## src/rtl/uart_packet_rx.sv

```systemverilog
// Framed packet receiver sitting behind a byte-level UART receiver.
// Frame: SYNC_BYTE, four payload bytes (first byte lands in [31:24]), XOR checksum of the payload.
module uart_packet_rx #(
    parameter logic [7:0]  SYNC_BYTE      = 8'hA5,
    parameter int unsigned TIMEOUT_CYCLES = 500000
) (
    input  logic        clk,
    input  logic        rst,
    input  logic        received,
    input  logic [7:0]  rx_byte,
    input  logic        recv_error,
    output logic        pkt_valid,
    output logic [31:0] pkt_data,
    output logic        pkt_error,
    output logic [7:0]  err_count,
    output logic        busy
);

    typedef enum logic [1:0] {
        IDLE,
        PAYLOAD,
        CHECK
    } state_t;

    // The timeout fires on the cycle the timer would step onto TIMEOUT_CYCLES.
    localparam logic [19:0] TIMER_LAST = 20'(TIMEOUT_CYCLES - 1);

    state_t      state_q, state_d;
    logic [1:0]  cnt_q, cnt_d;
    logic [7:0]  acc_q, acc_d;
    logic [31:0] shreg_q, shreg_d;
    logic [19:0] timer_q, timer_d;
    logic [31:0] pkt_data_q, pkt_data_d;
    logic        pkt_valid_q, pkt_valid_d;
    logic        pkt_error_q, pkt_error_d;
    logic [7:0]  err_count_q, err_count_d;

    always_comb begin
        state_d     = state_q;
        cnt_d       = cnt_q;
        acc_d       = acc_q;
        shreg_d     = shreg_q;
        timer_d     = timer_q;
        pkt_data_d  = pkt_data_q;
        pkt_valid_d = 1'b0;
        pkt_error_d = 1'b0;
        err_count_d = err_count_q;

        case (state_q)
            IDLE: begin
                timer_d = 20'd0;
                if (received && !recv_error && (rx_byte == SYNC_BYTE)) begin
                    state_d = PAYLOAD;
                    cnt_d   = 2'd0;
                    acc_d   = 8'd0;
                end
            end

            PAYLOAD, CHECK: begin
                if (recv_error) begin
                    // A framing error wins over a simultaneous byte, which is dropped.
                    pkt_error_d = 1'b1;
                    state_d     = IDLE;
                    timer_d     = 20'd0;
                end else if (received) begin
                    timer_d = 20'd0;
                    if (state_q == PAYLOAD) begin
                        shreg_d = {shreg_q[23:0], rx_byte};
                        acc_d   = acc_q ^ rx_byte;
                        cnt_d   = cnt_q + 2'd1;
                        if (cnt_q == 2'd3) begin
                            state_d = CHECK;
                        end
                    end else begin
                        if (rx_byte == acc_q) begin
                            pkt_data_d  = shreg_q;
                            pkt_valid_d = 1'b1;
                        end else begin
                            pkt_error_d = 1'b1;
                        end
                        state_d = IDLE;
                    end
                end else if (timer_q == TIMER_LAST) begin
                    pkt_error_d = 1'b1;
                    state_d     = IDLE;
                    timer_d     = 20'd0;
                end else begin
                    timer_d = timer_q + 20'd1;
                end
            end

            default: begin
                state_d = IDLE;
                timer_d = 20'd0;
            end
        endcase

        if (pkt_error_d && (err_count_q != 8'hFF)) begin
            err_count_d = err_count_q + 8'd1;
        end
    end

    always_ff @(posedge clk) begin
        if (rst) begin
            state_q     <= IDLE;
            cnt_q       <= 2'd0;
            acc_q       <= 8'd0;
            shreg_q     <= 32'd0;
            timer_q     <= 20'd0;
            pkt_data_q  <= 32'd0;
            pkt_valid_q <= 1'b0;
            pkt_error_q <= 1'b0;
            err_count_q <= 8'd0;
        end else begin
            state_q     <= state_d;
            cnt_q       <= cnt_d;
            acc_q       <= acc_d;
            shreg_q     <= shreg_d;
            timer_q     <= timer_d;
            pkt_data_q  <= pkt_data_d;
            pkt_valid_q <= pkt_valid_d;
            pkt_error_q <= pkt_error_d;
            err_count_q <= err_count_d;
        end
    end

    assign pkt_valid = pkt_valid_q;
    assign pkt_error = pkt_error_q;
    assign pkt_data  = pkt_data_q;
    assign err_count = err_count_q;
    assign busy      = (state_q != IDLE);

endmodule

```

## config.mk

```make
export PLATFORM = sky130hd
export DESIGN_NAME = uart_packet_rx
export DESIGN_NICKNAME = d
export VERILOG_FILES = /design/src/rtl/uart_packet_rx.sv
export SDC_FILE = /design/constraint.sdc
export NUM_CORES = 1
export LEC_CHECK = 0
export ABC_AREA = 1
export BUFFER_PORTS_ARGS = -buffer_cell sky130_fd_sc_hd__clkbuf_2
export CAP_MARGIN = 30
export CORE_UTILIZATION = 57
export DETAILED_ROUTE_END_ITERATION = 8
export PLACE_DENSITY = 0.86
export SYNTH_ARGS = -nofsm -noshare
export SYNTH_HDL_FRONTEND = slang
export SYNTH_SLANG_ARGS = --single-unit
export TNS_END_PERCENT = 30
```

## constraint.sdc

```tcl
create_clock -name clk -period 2.3 [get_ports clk]
set_clock_uncertainty 0.15 [all_clocks]
set_input_delay 0.46 -clock clk [delete_from_list [all_inputs] [get_ports clk]]
set_output_delay 0.46 -clock clk [all_outputs]
set_load 0.005 [all_outputs]
```

==> flow_summary.yaml, run 1 <==
power:
  switchingPower_uw: 792.1
  switching_share_pct: 25.11
  leakage_uw: 0.001878
  p_clk_share_pct: 35.5
  p_seq_share_pct: 59.2
  power.total_uw: 3154
  p_per_area_nw_per_um2: 631.4
  comb_power_share_pct: 5.3
  ir_worst_vdd_uv: 373.8
  intPower_uw: 2362
placement:
  globalplace.congestion: 0.8575
  dp_hpwl_mm: 6.437
  post-place-ws_ns: 0.1779
  placed_cells: 710
  port_buffers: 54
setup_path:
  cp-start-kind: "flop"
  r2r_setup_slack_ns: 0.20
  worstPathRequired_ns: 2.41
  path_max_fanout: 65
  r2r-start: "state_q[0]"
  worstReg2RegEnd: "pkt_data[12]"
  cp.arrival_ns: 2.21
  critPathKind: "reg2reg"
  critPathLaunch: "state_q[0]"
  cp-endpoint: "pkt_data[12]"
  worstRegToRegCells: 8
  endpoint_kind: "flop"
sta:
  setup_viol: 0
  min_period_ns: 2.105
  hold_violations: 0
  worst_pin_slew_ns: 0.4805
  setup_ws_ns: 0.1952
  maxSlewHeadroom_pct: 67.97
  fin_crit_sh_pct: 91.51
  max_freq_mhz: 475.1
  slew_viol_final: 0
  tns_ns: 0
detailed_routing:
  dr.pass1.iters: 5
  avgRoutedWirePerCell_um: 12.52
  drt-initial-drc-count: 205
  drcViolationCount: 0
  dr_total_vias: 3848
  ant_nets: 0
  routed_via_density: 5.300
  totalWireLength_mm: 9.093
final_layout:
  nets: 641
  final_cell_count_no_fill: 726
  fill_cells: 631
  area_delta_synth_final_pct: 12.77
  diodes: 0
  layout_common_cells: "dfxtp_1 (106), nor2_1 (101), o21ai_0 (82)"
  drive_above_1_share_pct: 16.27
  mostFrequentLayoutCell: "dfxtp_1"
clock_network:
  clk_pin_slew_ns: 0.11
  cts-root-buf: "clkbuf_8"
  clk_latency_ns: 0.37
  numClockSinks: 106
  numCtsBuffers: 9
  cts_buffer_depth: 2
  htreeDepth: 3
  cts_tree: "built"
  postCtsSetupBuffers: 0
synthesis:
  yosys.area_share.simple_pct: 21.95
  synth_top_area_share_pct: 47.91
  synth_area_leaders: "dfxtp_1 (48%), o21ai_0 (9.4%), nor2_1 (8.6%), a21oi_1 (6.0%), inv_1 (5.1%)"
  synthesis.area_um2: 4429
  syn_inst: 574
  synth_cell_types: 31
  yosysWarnings: 0
  synth_seq_area_share_pct: 47.91
  synth_compound_area_share_pct: 15.96
  synth_mux_area_share_pct: 0
  synth_area_per_cell_um2: 7.716
  synth_seq_cells: 106
  synthAdderAreaFrac_pct: 1.977
  syn_nets: 593
  synth-xor-area-share_pct: 4.350
  yosysTopAreaCell: "dfxtp_1"
  synth_top_family_by_area: "simple AND/OR/NAND/NOR gates"
hold_path:
  hold_path_depth: 3
  min_path_type: "in2reg"
die:
  rows: 31
  io-pin-count: 55
  fp.dieH_um: 90.15
  dieArea_um2: 8127
  initial_utilization_pct: 60.10
  core-area_um2: 7370
  die_w_um: 90.15
global_route:
  grt_pass1_vias: 3379
  grt_max_degree: 67
  antenna_found_initial: 0
  grt-ovfl-total: 0
  grt_pass1_wl_mm: 15.21
  track_usage_pct: 22.72
run:
  drv_cap: 0
outcome:
  status: "completed"
## metal layers
metal | track usage (%) | part of all wire, %
met1 | 29.69 | 46
met2 | 37.91 | 49
met3 | 3.384 | 3.3
met4 | 8.737 | 1.7
met5 | 0 | 0
## per-stage QoR
stage / cell area [um^2] / hold WS, ns / util (%)
global placement: 4793 / 0.2823 / 65.04
CTS: 4991 / 0.2344 / 67.73
finish: 4995 / 0.2424 / 67.78
floorplan: 4429 / 0.2896 / -
detailed placement: 4793 / 0.2857 / 65.04
global route: 4995 / 0.2679 / 67.78
## worst min-delay path by stage
stage | endpoint | slack (ns) | startpoint
finish | shreg_q[7] | 0.24 | rx_byte[7]
global route | shreg_q[3] | 0.27 | rx_byte[3]
CTS | shreg_q[3] | 0.23 | rx_byte[3]
detailed placement | pkt_data[4] | 0.29 | pkt_data[4]
global placement | pkt_data[24] | 0.28 | pkt_data[24]
floorplan | pkt_data[21] | 0.29 | pkt_data[21]
## timing repair
action / in CTS / in global routing
hold buffers: 0 / 0
resized for setup: 0 / 2
endpoints found under the setup margin: 0 / 9
## worst max-delay path, stage by stage, from the launching register on
cell and delay [ns]:
dfxtp_1 0.39, inv_1 0.08, ha_1 0.37, inv_1 0.11, nor3_1 0.27, nand3_2 0.13
buf_12 0.21, o21ai_0 0.23, a21oi_1 0.06
## registers in the layout (all words and copies together) (netlist names)
signal     cells
err_count      8
acc_q          8
shreg_q       32
pkt_valid      1
state_q        2
pkt_data      32
cnt_q          2
pkt_error      1
timer_q       20
## cell type report
type / count / area, um^2 / share of cell area (%)
Sequential cell: 106 / 2122 / 42.49
Multi-Input combinational cell: 380 / 1964 / 39.33
Timing Repair Buffer: 63 / 350.3 / 7.014
Inverter: 62 / 236.5 / 4.734
Clock buffer: 10 / 137.6 / 2.756
Tap cell: 99 / 123.9 / 2.480
Clock inverter: 6 / 60.06 / 1.202
## Yosys cell counts
cell and n:
xor2_1 11, buf_6 1, inv_2 2, nor3_4 1
a21oi_4 1, nand4_2 1, nand3_1 13, or3_1 1
or2_1 1, nand3_2 4, a21oi_1 53, or2_2 2
o21ai_0 83, nor2_1 101, ha_1 7, nor2_2 3
clkbuf_1 17, nor3_1 5, buf_2 5, xnor2_1 11
dfxtp_1 106, nor3b_1 2, nand4_1 13, nor4_1 1
nand2_1 58, clkbuf_2 3, inv_1 60, nand3_4 1
nand2_2 2, nor3_2 4, o211a_1 1
## cell families after synthesis
logic type	Yosys count
AND/OR/NAND/NOR	213
adder cells (fa/ha/maj)	7
buffers and inverters	88
flip-flops	106
AO/OA/AOI/OAI	138
XOR/XNOR	22
## power groups by stage
stage | logic (uW) | registers, uW | clock network, uW
2_1_floorplan | 117 | 1910 | 0
3_3_place_gp | 154 | 1910 | 0
3_5_place_dp | 162 | 1910 | 0
4_1_cts | 163 | 1870 | 1130
5_1_grt | 188 | 1870 | 1210
6_report | 166 | 1870 | 1120
No activity file was read; power rests on OpenSTA's default activity.
==> inputs of run 2 (changes only) <==
- SETUP_SLACK_MARGIN: default -> 0.2
==> flow_summary.yaml, run 2 (synthesized netlist as in run 1, its figures left out) <==
detailed_routing:
  totalWireLength_mm: 9.354
  drt-initial-drc-count: 191
  ant_nets: 0
  dr.pass1.iters: 5
  dr_total_vias: 3914
  routed_via_density: 5.354
  drcViolationCount: 0
  avgRoutedWirePerCell_um: 12.80
setup_path:
  worstPathRequired_ns: 2.44
  cp-start-kind: "flop"
  r2r_setup_slack_ns: 0.23
  critPathLaunch: "state_q[1]"
  worstRegToRegCells: 9
  critPathKind: "reg2reg"
  cp-endpoint: "err_count[2]"
  cp.arrival_ns: 2.21
  path_max_fanout: 16
  r2r-start: "state_q[1]"
  worstReg2RegEnd: "err_count[2]"
  endpoint_kind: "flop"
power:
  leakage_uw: 0.001915
  ir_worst_vdd_uv: 377.1
  p_seq_share_pct: 59.1
  p_clk_share_pct: 35.3
  switching_share_pct: 25.15
  intPower_uw: 2368
  p_per_area_nw_per_um2: 625.2
  switchingPower_uw: 795.5
  comb_power_share_pct: 5.6
die:
  io-pin-count: 55
  rows: 31
  core-area_um2: 7370
  initial_utilization_pct: 60.10
  dieArea_um2: 8127
  die_w_um: 90.15
  fp.dieH_um: 90.15
clock_network:
  cts_buffer_depth: 2
  numCtsBuffers: 9
  hold_buffers: 0
  cts_tree: "built"
  clk_latency_ns: 0.37
  htreeDepth: 3
  clk_pin_slew_ns: 0.11
  cts-root-buf: "clkbuf_8"
  numClockSinks: 106
global_route:
  antenna_found_initial: 0
  track_usage_pct: 22.81
  groute.layer.met1.usage_pct: 29.74
  busiest_layer: "met2"
  grtUsageMet2_pct: 38.17
  use_met3_pct: 3.384
  grt-ovfl-total: 0
  grt_pass1_vias: 3374
  grt_max_degree: 67
  grt_pass1_wl_mm: 15.26
placement:
  dp_hpwl_mm: 6.437
  globalplace.congestion: 0.8575
  port_buffers: 54
  dpl_cell_area_um2: 4793
sta:
  fin_crit_sh_pct: 89.93
  maxSlewHeadroom_pct: 67.02
  hold_violations: 0
  max_freq_mhz: 483.4
  rsz0062_at_grt: "true"
  tns_ns: 0
  min_period_ns: 2.068
  slew_viol_final: 0
  worst_pin_slew_ns: 0.4947
  setup_viol: 0
final_layout:
  nets: 646
  area_delta_synth_final_pct: 14.24
  layout_common_cells: "dfxtp_1 (105), nor2_1 (101), o21ai_0 (79)"
  fill_cells: 611
  fin_area_um2: 5060
  mostFrequentLayoutCell: "dfxtp_1"
  diodes: 0
  drive_above_1_share_pct: 17.56
run:
  drv_cap: 0
hold_path:
  min_path_type: "in2reg"
outcome:
  status: "completed"
[run 2: changes by cell type in the layout (fill, tap and decap cells not counted)]
cell	previous run	this run
nor3_1	5	4
ha_1	7	6
nand2_2	2	3
o21ai_1	1	4
dfxtp_1	106	105
nand2_1	58	57
clkinvlp_4	3	5
buf_4	8	11
dfxtp_2	0	1
nor3_4	1	2
o21ai_0	82	79
ha_4	0	1
[run 2: power by group through the flow]
stage | Clock (uW) | Combinational (uW) | Sequential, uW
3_3_place_gp | 0 | 154 | 1910
3_5_place_dp | 0 | 162 | 1910
6_report | 1120 | 178 | 1870
4_1_cts | 1130 | 164 | 1870
5_1_grt | 1210 | 200 | 1870
2_1_floorplan | 0 | 117 | 1910
[run 2: how the worst min path moves through the flow]
stage / from / to / slack, ns / cells after the start
after CTS: rx_byte[3] / shreg_q[3] / 0.23 / 3
after global routing: rx_byte[3] / shreg_q[3] / 0.27 / 3
final: rx_byte[7] / shreg_q[7] / 0.24 / 3
after detailed placement: pkt_data[4] / pkt_data[4] / 0.29 / 2
after floorplan: pkt_data[21] / pkt_data[21] / 0.29 / 2
after global placement: pkt_data[24] / pkt_data[24] / 0.28 / 2
[run 2: layout make-up]
class                   count  area [um^2]  area share, %
clock inverters             6        60.06          1.187
multi-input cells         380         1991          39.34
repair buffers             66        372.9          7.369
flip-flops and latches    106         2123          41.96
well taps                  99        123.9          2.448
inverters                  62        236.5          4.674
clock buffers              10        137.6          2.720
repair inverters            2        15.01         0.2967
[run 2: stage by stage]
step / std cells / hold slack (ns) / total power (uW) / utilization [%] / setup slack [ns]
finish: 731 / 0.2421 / 3163 / 68.66 / 0.2315
global route: 731 / 0.2673 / 3283 / 68.66 / 0.1086
CTS: 726 / 0.2344 / 3165 / 67.78 / 0.2280
detailed placement: 710 / 0.2857 / 2073 / 65.04 / 0.1779
global placement: 710 / 0.2823 / 2064 / 65.04 / 0.2890
floorplan: 574 / 0.2896 / 2024 / - / 0.4412
[run 2: worst max-delay path, stage by stage (launching register included)]
cell     delay [ns]
dfxtp_1        0.37
inv_1          0.10
ha_1           0.23
nand2_1        0.14
buf_4          0.21
nand2_1        0.10
a21oi_4        0.23
buf_4          0.17
nand4_1        0.11
a21oi_1        0.18
[run 2: routing by layer]
metal	up-vias	routed length, um
li1	1963	-
met3	12	383
met1	1816	4120
met4	0	141
met2	123	4708
met5	-	0
[run 2: timing repair]
item,in CTS,in global routing
buffers inserted,0,3
cloned,0,2
pin swaps,0,1
endpoints found under the setup margin,3,51
resized for setup,1,11
